===== src/rtl/dmem_arbiter_pkg.sv =====
// dmem_arbiter_pkg
//   Shared definitions for the data-memory arbiter: default address and data
//   widths, the default starvation limit, the FSM state encoding and a small
//   saturating-increment helper used by the starvation counter.
package dmem_arbiter_pkg;

  localparam int DEF_ADDR_W     = 6;
  localparam int DEF_DATA_W     = 32;
  localparam int DEF_MAX_STREAK = 4;
  localparam int STREAK_W       = 4;

  typedef enum logic {
    S_RUN  = 1'b0,
    S_HALT = 1'b1
  } arb_state_t;

  // Increment v by one, but never past lim.
  function automatic logic [STREAK_W-1:0] sat_inc(input logic [STREAK_W-1:0] v,
                                                  input logic [STREAK_W-1:0] lim);
    if (v < lim) begin
      return v + 4'd1;
    end else begin
      return v;
    end
  endfunction

endpackage


===== src/rtl/dmem_arbiter.sv =====
// dmem_arbiter
//   Shares a single-port data RAM between the core's memory stage (CPU) and a
//   debug/loader port (DBG). One requester is granted per cycle. The CPU wins
//   contested cycles, but after MAX_STREAK consecutive contested CPU grants the
//   DBG port is forced through. A halt mode gives DBG exclusive ownership.
// Ports
//   i_clk, i_rst                 clock, synchronous active-high reset
//   i_cpu_req/we/addr/data       CPU access request and command
//   o_cpu_rdata                  RAM read data while the CPU is granted, else 0
//   o_cpu_stall                  CPU requested but was not granted
//   i_dbg_req/we/addr/data       DBG access request (held until o_dbg_gnt)
//   i_dbg_halt                   level request for exclusive DBG ownership
//   o_dbg_gnt                    DBG access performed this cycle
//   o_dbg_rdata, o_dbg_rvalid    registered DBG read data and its 1-cycle pulse
//   o_halted                     registered copy of "state is S_HALT"
//   o_ram_addr/data/we           RAM command from the granted requester, else 0
//   i_ram_data                   asynchronous RAM read data for o_ram_addr
module dmem_arbiter
  import dmem_arbiter_pkg::*;
#(
  parameter int ADDR_W     = DEF_ADDR_W,
  parameter int DATA_W     = DEF_DATA_W,
  parameter int MAX_STREAK = DEF_MAX_STREAK
) (
  input  logic              i_clk,
  input  logic              i_rst,
  input  logic              i_cpu_req,
  input  logic              i_cpu_we,
  input  logic [ADDR_W-1:0] i_cpu_addr,
  input  logic [DATA_W-1:0] i_cpu_data,
  output logic [DATA_W-1:0] o_cpu_rdata,
  output logic              o_cpu_stall,
  input  logic              i_dbg_req,
  input  logic              i_dbg_we,
  input  logic [ADDR_W-1:0] i_dbg_addr,
  input  logic [DATA_W-1:0] i_dbg_data,
  input  logic              i_dbg_halt,
  output logic              o_dbg_gnt,
  output logic [DATA_W-1:0] o_dbg_rdata,
  output logic              o_dbg_rvalid,
  output logic              o_halted,
  output logic [ADDR_W-1:0] o_ram_addr,
  output logic [DATA_W-1:0] o_ram_data,
  output logic              o_ram_we,
  input  logic [DATA_W-1:0] i_ram_data
);

  localparam logic [STREAK_W-1:0] MAX_S = STREAK_W'(MAX_STREAK);

  arb_state_t          state_r;
  arb_state_t          state_next_s;
  logic [STREAK_W-1:0] streak_r;
  logic [STREAK_W-1:0] streak_next_s;
  logic                force_dbg_s;
  logic                cpu_gnt_s;
  logic                dbg_gnt_s;
  logic [DATA_W-1:0]   dbg_rdata_r;
  logic                dbg_rvalid_r;
  logic                halted_r;

  // Grant decision for the current cycle, based on the current state only.
  always_comb begin
    force_dbg_s = 1'b0;
    cpu_gnt_s   = 1'b0;
    dbg_gnt_s   = 1'b0;
    case (state_r)
      S_RUN: begin
        force_dbg_s = i_dbg_req & (streak_r == MAX_S);
        cpu_gnt_s   = i_cpu_req & ~force_dbg_s;
        dbg_gnt_s   = i_dbg_req & (~i_cpu_req | force_dbg_s);
      end
      S_HALT: begin
        dbg_gnt_s = i_dbg_req;
      end
      default: begin
        force_dbg_s = 1'b0;
        cpu_gnt_s   = 1'b0;
        dbg_gnt_s   = 1'b0;
      end
    endcase
  end

  // Next state and starvation-counter update.
  always_comb begin
    state_next_s  = state_r;
    streak_next_s = streak_r;
    case (state_r)
      S_RUN: begin
        if (i_dbg_halt) begin
          state_next_s = S_HALT;
        end else begin
          state_next_s = S_RUN;
        end
        // The streak only measures how long a waiting DBG has been passed over.
        if (!i_dbg_req || dbg_gnt_s) begin
          streak_next_s = 4'd0;
        end else if (cpu_gnt_s) begin
          streak_next_s = sat_inc(streak_r, MAX_S);
        end else begin
          streak_next_s = streak_r;
        end
      end
      S_HALT: begin
        if (i_dbg_halt) begin
          state_next_s = S_HALT;
        end else begin
          state_next_s = S_RUN;
        end
        streak_next_s = 4'd0;
      end
      default: begin
        state_next_s  = S_RUN;
        streak_next_s = 4'd0;
      end
    endcase
  end

  // State and streak registers.
  always_ff @(posedge i_clk) begin
    if (i_rst) begin
      state_r  <= S_RUN;
      streak_r <= 4'd0;
    end else begin
      state_r  <= state_next_s;
      streak_r <= streak_next_s;
    end
  end

  // RAM command mux and CPU-side read data; writes are blocked during reset.
  always_comb begin
    o_ram_addr  = {ADDR_W{1'b0}};
    o_ram_data  = {DATA_W{1'b0}};
    o_ram_we    = 1'b0;
    o_cpu_rdata = {DATA_W{1'b0}};
    if (cpu_gnt_s) begin
      o_ram_addr  = i_cpu_addr;
      o_ram_data  = i_cpu_data;
      o_ram_we    = i_cpu_we & ~i_rst;
      o_cpu_rdata = i_ram_data;
    end else if (dbg_gnt_s) begin
      o_ram_addr = i_dbg_addr;
      o_ram_data = i_dbg_data;
      o_ram_we   = i_dbg_we & ~i_rst;
    end else begin
      o_ram_addr  = {ADDR_W{1'b0}};
      o_ram_data  = {DATA_W{1'b0}};
      o_ram_we    = 1'b0;
      o_cpu_rdata = {DATA_W{1'b0}};
    end
  end

  // DBG read capture: one rvalid pulse per granted read, one cycle later.
  always_ff @(posedge i_clk) begin
    if (i_rst) begin
      dbg_rdata_r  <= {DATA_W{1'b0}};
      dbg_rvalid_r <= 1'b0;
    end else if (dbg_gnt_s && !i_dbg_we) begin
      dbg_rdata_r  <= i_ram_data;
      dbg_rvalid_r <= 1'b1;
    end else begin
      dbg_rdata_r  <= dbg_rdata_r;
      dbg_rvalid_r <= 1'b0;
    end
  end

  // Halt indicator lags the state register by one cycle.
  always_ff @(posedge i_clk) begin
    if (i_rst) begin
      halted_r <= 1'b0;
    end else begin
      halted_r <= (state_r == S_HALT);
    end
  end

  assign o_cpu_stall  = i_cpu_req & ~cpu_gnt_s;
  assign o_dbg_gnt    = dbg_gnt_s;
  assign o_dbg_rdata  = dbg_rdata_r;
  assign o_dbg_rvalid = dbg_rvalid_r;
  assign o_halted     = halted_r;

endmodule


===== config.mk =====
export PLATFORM = sky130hd
export DESIGN_NAME = dmem_arbiter
export DESIGN_NICKNAME = d
export VERILOG_FILES = /design/src/rtl/dmem_arbiter_pkg.sv /design/src/rtl/dmem_arbiter.sv
export SDC_FILE = /design/constraint.sdc
export NUM_CORES = 1
export LEC_CHECK = 0
export BUFFER_PORTS_ARGS = -buffer_cell sky130_fd_sc_hd__buf_2
export CORE_ASPECT_RATIO = 1.1
export CORE_UTILIZATION = 25
export CTS_CLUSTER_DIAMETER = 30
export DETAILED_ROUTE_END_ITERATION = 10
export PLACE_DENSITY = 0.63
export SLEW_MARGIN = 20
export SYNTH_ARGS = -nofsm -noshare
export SYNTH_HDL_FRONTEND = slang
export SYNTH_SLANG_ARGS = --single-unit

===== constraint.sdc =====
create_clock -name i_clk -period 2.15 [get_ports i_clk]
set_input_delay 0.3225 -clock i_clk [delete_from_list [all_inputs] [get_ports i_clk]]
set_output_delay 0.3225 -clock i_clk [all_outputs]
set_load 0.02 [all_outputs]

==> results.toml <==
[critical_path]
path_class = "reg -> out"
crit_required_ns = 1.83
critPathMaxFanout = 6
crit_path_start_kind = "register"
critPathArrivalTime_ns = 1.78
cp-end-kind = "output pin"

[grt]
grt_pass1_vias = 2865
antenna_found_initial = 0
grt_first_pass_wirelength_mm = 13.4
track_usage = 0.156
globalRouteOverflowTotal = 0
grt_max_degree = 66

[clock_tree]
clk_pin_slew_ns = 0.08
cts-buffers-inserted = 5
cts_tree = "done"
cts_buffer_depth = 2
cts-root-buf = "clkbuf_8"
clk_latency_ns = 0.29
holdBufCountCts = 0
numClockSinks = 39
htree_levels = 2

[yosys]
synth.top_cell.area_share = 0.299
syn-cell-area_mm2 = 0.00261
synth_cell_types = 25
ys_seq_area_frac = 0.299
yosysWarnings = 0
yosysTopAreaCell = "dfxtp_1"
ys_ff_latch = 39
synth_fp_nets = 464
synth_area_leaders = "dfxtp_1 30%, nand2b_1 16%, mux2i_1 12%"
syn_avg_cell_area_um2 = 7.52
synthCells = 347

[worst_hold_path]
hp-class = "in -> reg"

[placed_design]
gp_congestion = 0.689
dpl.hpwl_mm = 6.77
io_buffers = 221

[drt]
drt_wl_total_mm = 9.55
drtPass1Iterations = 4
drtIter0Drc = 98
drcViolationCount = 0
vias = 3188
vias_per_cell = 4.70
wl_per_cell_um = 14.1
ant_nets = 0

[power_and_ir_drop]
p_int_mw = 1.45
p_clk_frac = 0.303
pwr-share-seq = 0.357
cellPowerDensity_mw_per_mm2 = 515
peakVddDrop_v = 0.000262
p_switching_uw = 693
power.leakage_nw = 2.18
p_total_mw = 2.15
swShare = 0.323
combPwrFrac = 0.341

[floorplanning]
num_rows = 38
io_pins = 222
die_w_um = 99.4
coreArea_mm2 = 0.00998
start_util = 0.261
dieArea_mm2 = 0.0108
fp.dieH_um = 109

[sta]
finalSetupViolCount = 0
finalCritPeriodShare = 0.978
min_period_ns = 2.10
fmax_mhz = 476
finalClockSkew_ns = 0.00512
rsz0062_at_grt = "true"
worstMarginPinSlew_ns = 0.605
slew_viol_final = 0
maxSlewHeadroom = 0.596
finalHoldViolCount = 0

[job]
maxCapViolCount = 0

[finish]
diodes = 0
fillers = 1034
syn_to_final_growth_pct = 59.8
postLayoutCoreUtil = 0.418
layout-drive-gt1-share = 0.475
nNetsFinal = 674

[outcome]
status = "complete, no violations"
## path summary, 6_finish.rpt
path / startpoint / end / slack [ns] / cells after the start
setup / recovery: streak_r[0]$_SDFFE_PP0P_ / o_ram_data[31] / 0.05 / 8
hold / removal: i_dbg_halt / state_r$_SDFF_PP0_ / 0.25 / 2
setup reg to reg: streak_r[0]$_SDFFE_PP0P_ / o_dbg_rdata[31]$_SDFFE_PP0P_ / 0.35 / 6
hold reg to reg: o_dbg_rdata[2]$_SDFFE_PP0P_ / o_dbg_rdata[2]$_SDFFE_PP0P_ / 0.47 / 2
## through the flow
| stage | cell area (um^2) | setup WS (ns) | instances | setup TNS, ns | hold slack (ns) |
|---|---|---|---|---|---|
| final | 4170 | 0.0471 | 678 | 0 | 0.251 |
| after global routing | 4170 | -0.0260 | 678 | -0.284 | 0.238 |
| after CTS | 4010 | -0.0108 | 676 | -0.0673 | 0.233 |
| after detailed placement | 3750 | 0.0294 | 661 | 0 | 0.460 |
| after global placement | 3750 | 0.120 | 661 | 0 | 0.455 |
| after floorplan | 2610 | 0.223 | 347 | 0 | 0.451 |
## cells in the final DEF (no fill, tap or decap), drive strengths merged, types with 2 or more instances in the layout
master	Yosys	layout
nor2b	5	5
nand3	39	39
nand2	39	39
and3	32	32
ha	2	2
mux2i	32	32
nor2	4	4
o21ai	40	40
buf	10	236
nand2b	65	65
clkbuf	25	8
a21oi	4	4
dfxtp	39	39
inv	5	6
## area by class of cell
cell class	instances	area, um^2	area share
timing repair buffer	238	1400	0.335
multi-input combinational	268	1700	0.408
clock inverter	2	38.8	0.00930
inverter	5	18.8	0.00450
clock buffer	6	82.6	0.0198
tap	120	150	0.0360
sequential	39	783	0.188
## synthesized netlist by cell type, drive strengths merged
master and number:
nand3 39, nor2 4, dfxtp 39, o211ai 1, or4 1, and3 32
and3b 1, inv 5, ha 2, xnor2 1, buf 10, nand4b 1
o21ai 40, nand2 39, nand2b 65, o211a 1, nor2b 5, clkbuf 25
a21oi 4, mux2i 32
## power by group through the flow
stage	Combinational [mW]	Sequential [mW]	Clock (mW)
finish	0.732	0.766	0.650
detailed placement	0.644	0.782	0
floorplan	0.347	0.814	0
global placement	0.637	0.782	0
global route	0.786	0.769	0.708
CTS	0.682	0.766	0.676
## per-layer routing
metal / up-vias / wire, um / global-route usage
li1: 1585 / - / -
met1: 1424 / 4000 / 0.179
met2: 167 / 4660 / 0.288
met3: 12 / 762 / 0.0359
met4: 0 / 126 / 0.0420
met5: - / 0 / 0
## registers in the layout, indices dropped and copies added, names as in the netlist
register / cells
o_dbg_rdata: 32
streak_r: 4
o_dbg_rvalid: 1
o_halted: 1
state_r: 1
## critical path, cell delays in order, from the launching register on
cell,delay (ns)
dfxtp_2,0.34
inv_2,0.04
ha_2,0.17
and3b_2,0.23
a21oi_4,0.17
buf_12,0.15
clkbuf_16,0.14
o21ai_1,0.08
buf_4,0.16
## logic make-up after synthesis
| kind of cell | synth area share |
|---|---|
| buffers and inverters | 0.0830 |
| xor gates and xnor gates | 0.00336 |
| and+or+nand+nor | 0.391 |
| adders and majority gates | 0.00959 |
| DFF | 0.299 |
| AOI/OAI and AO/OA | 0.0911 |
| muxes | 0.123 |
## what timing repair did
item / 4_1_cts / 5_1_grt
pin swaps: 1 / 4
resized for setup: 28 / 66
gates cloned: 2 / 2
setup endpoints to repair: 41 / 34
setup buffers: 5 / 2
(Power assumes the default switching activity.)
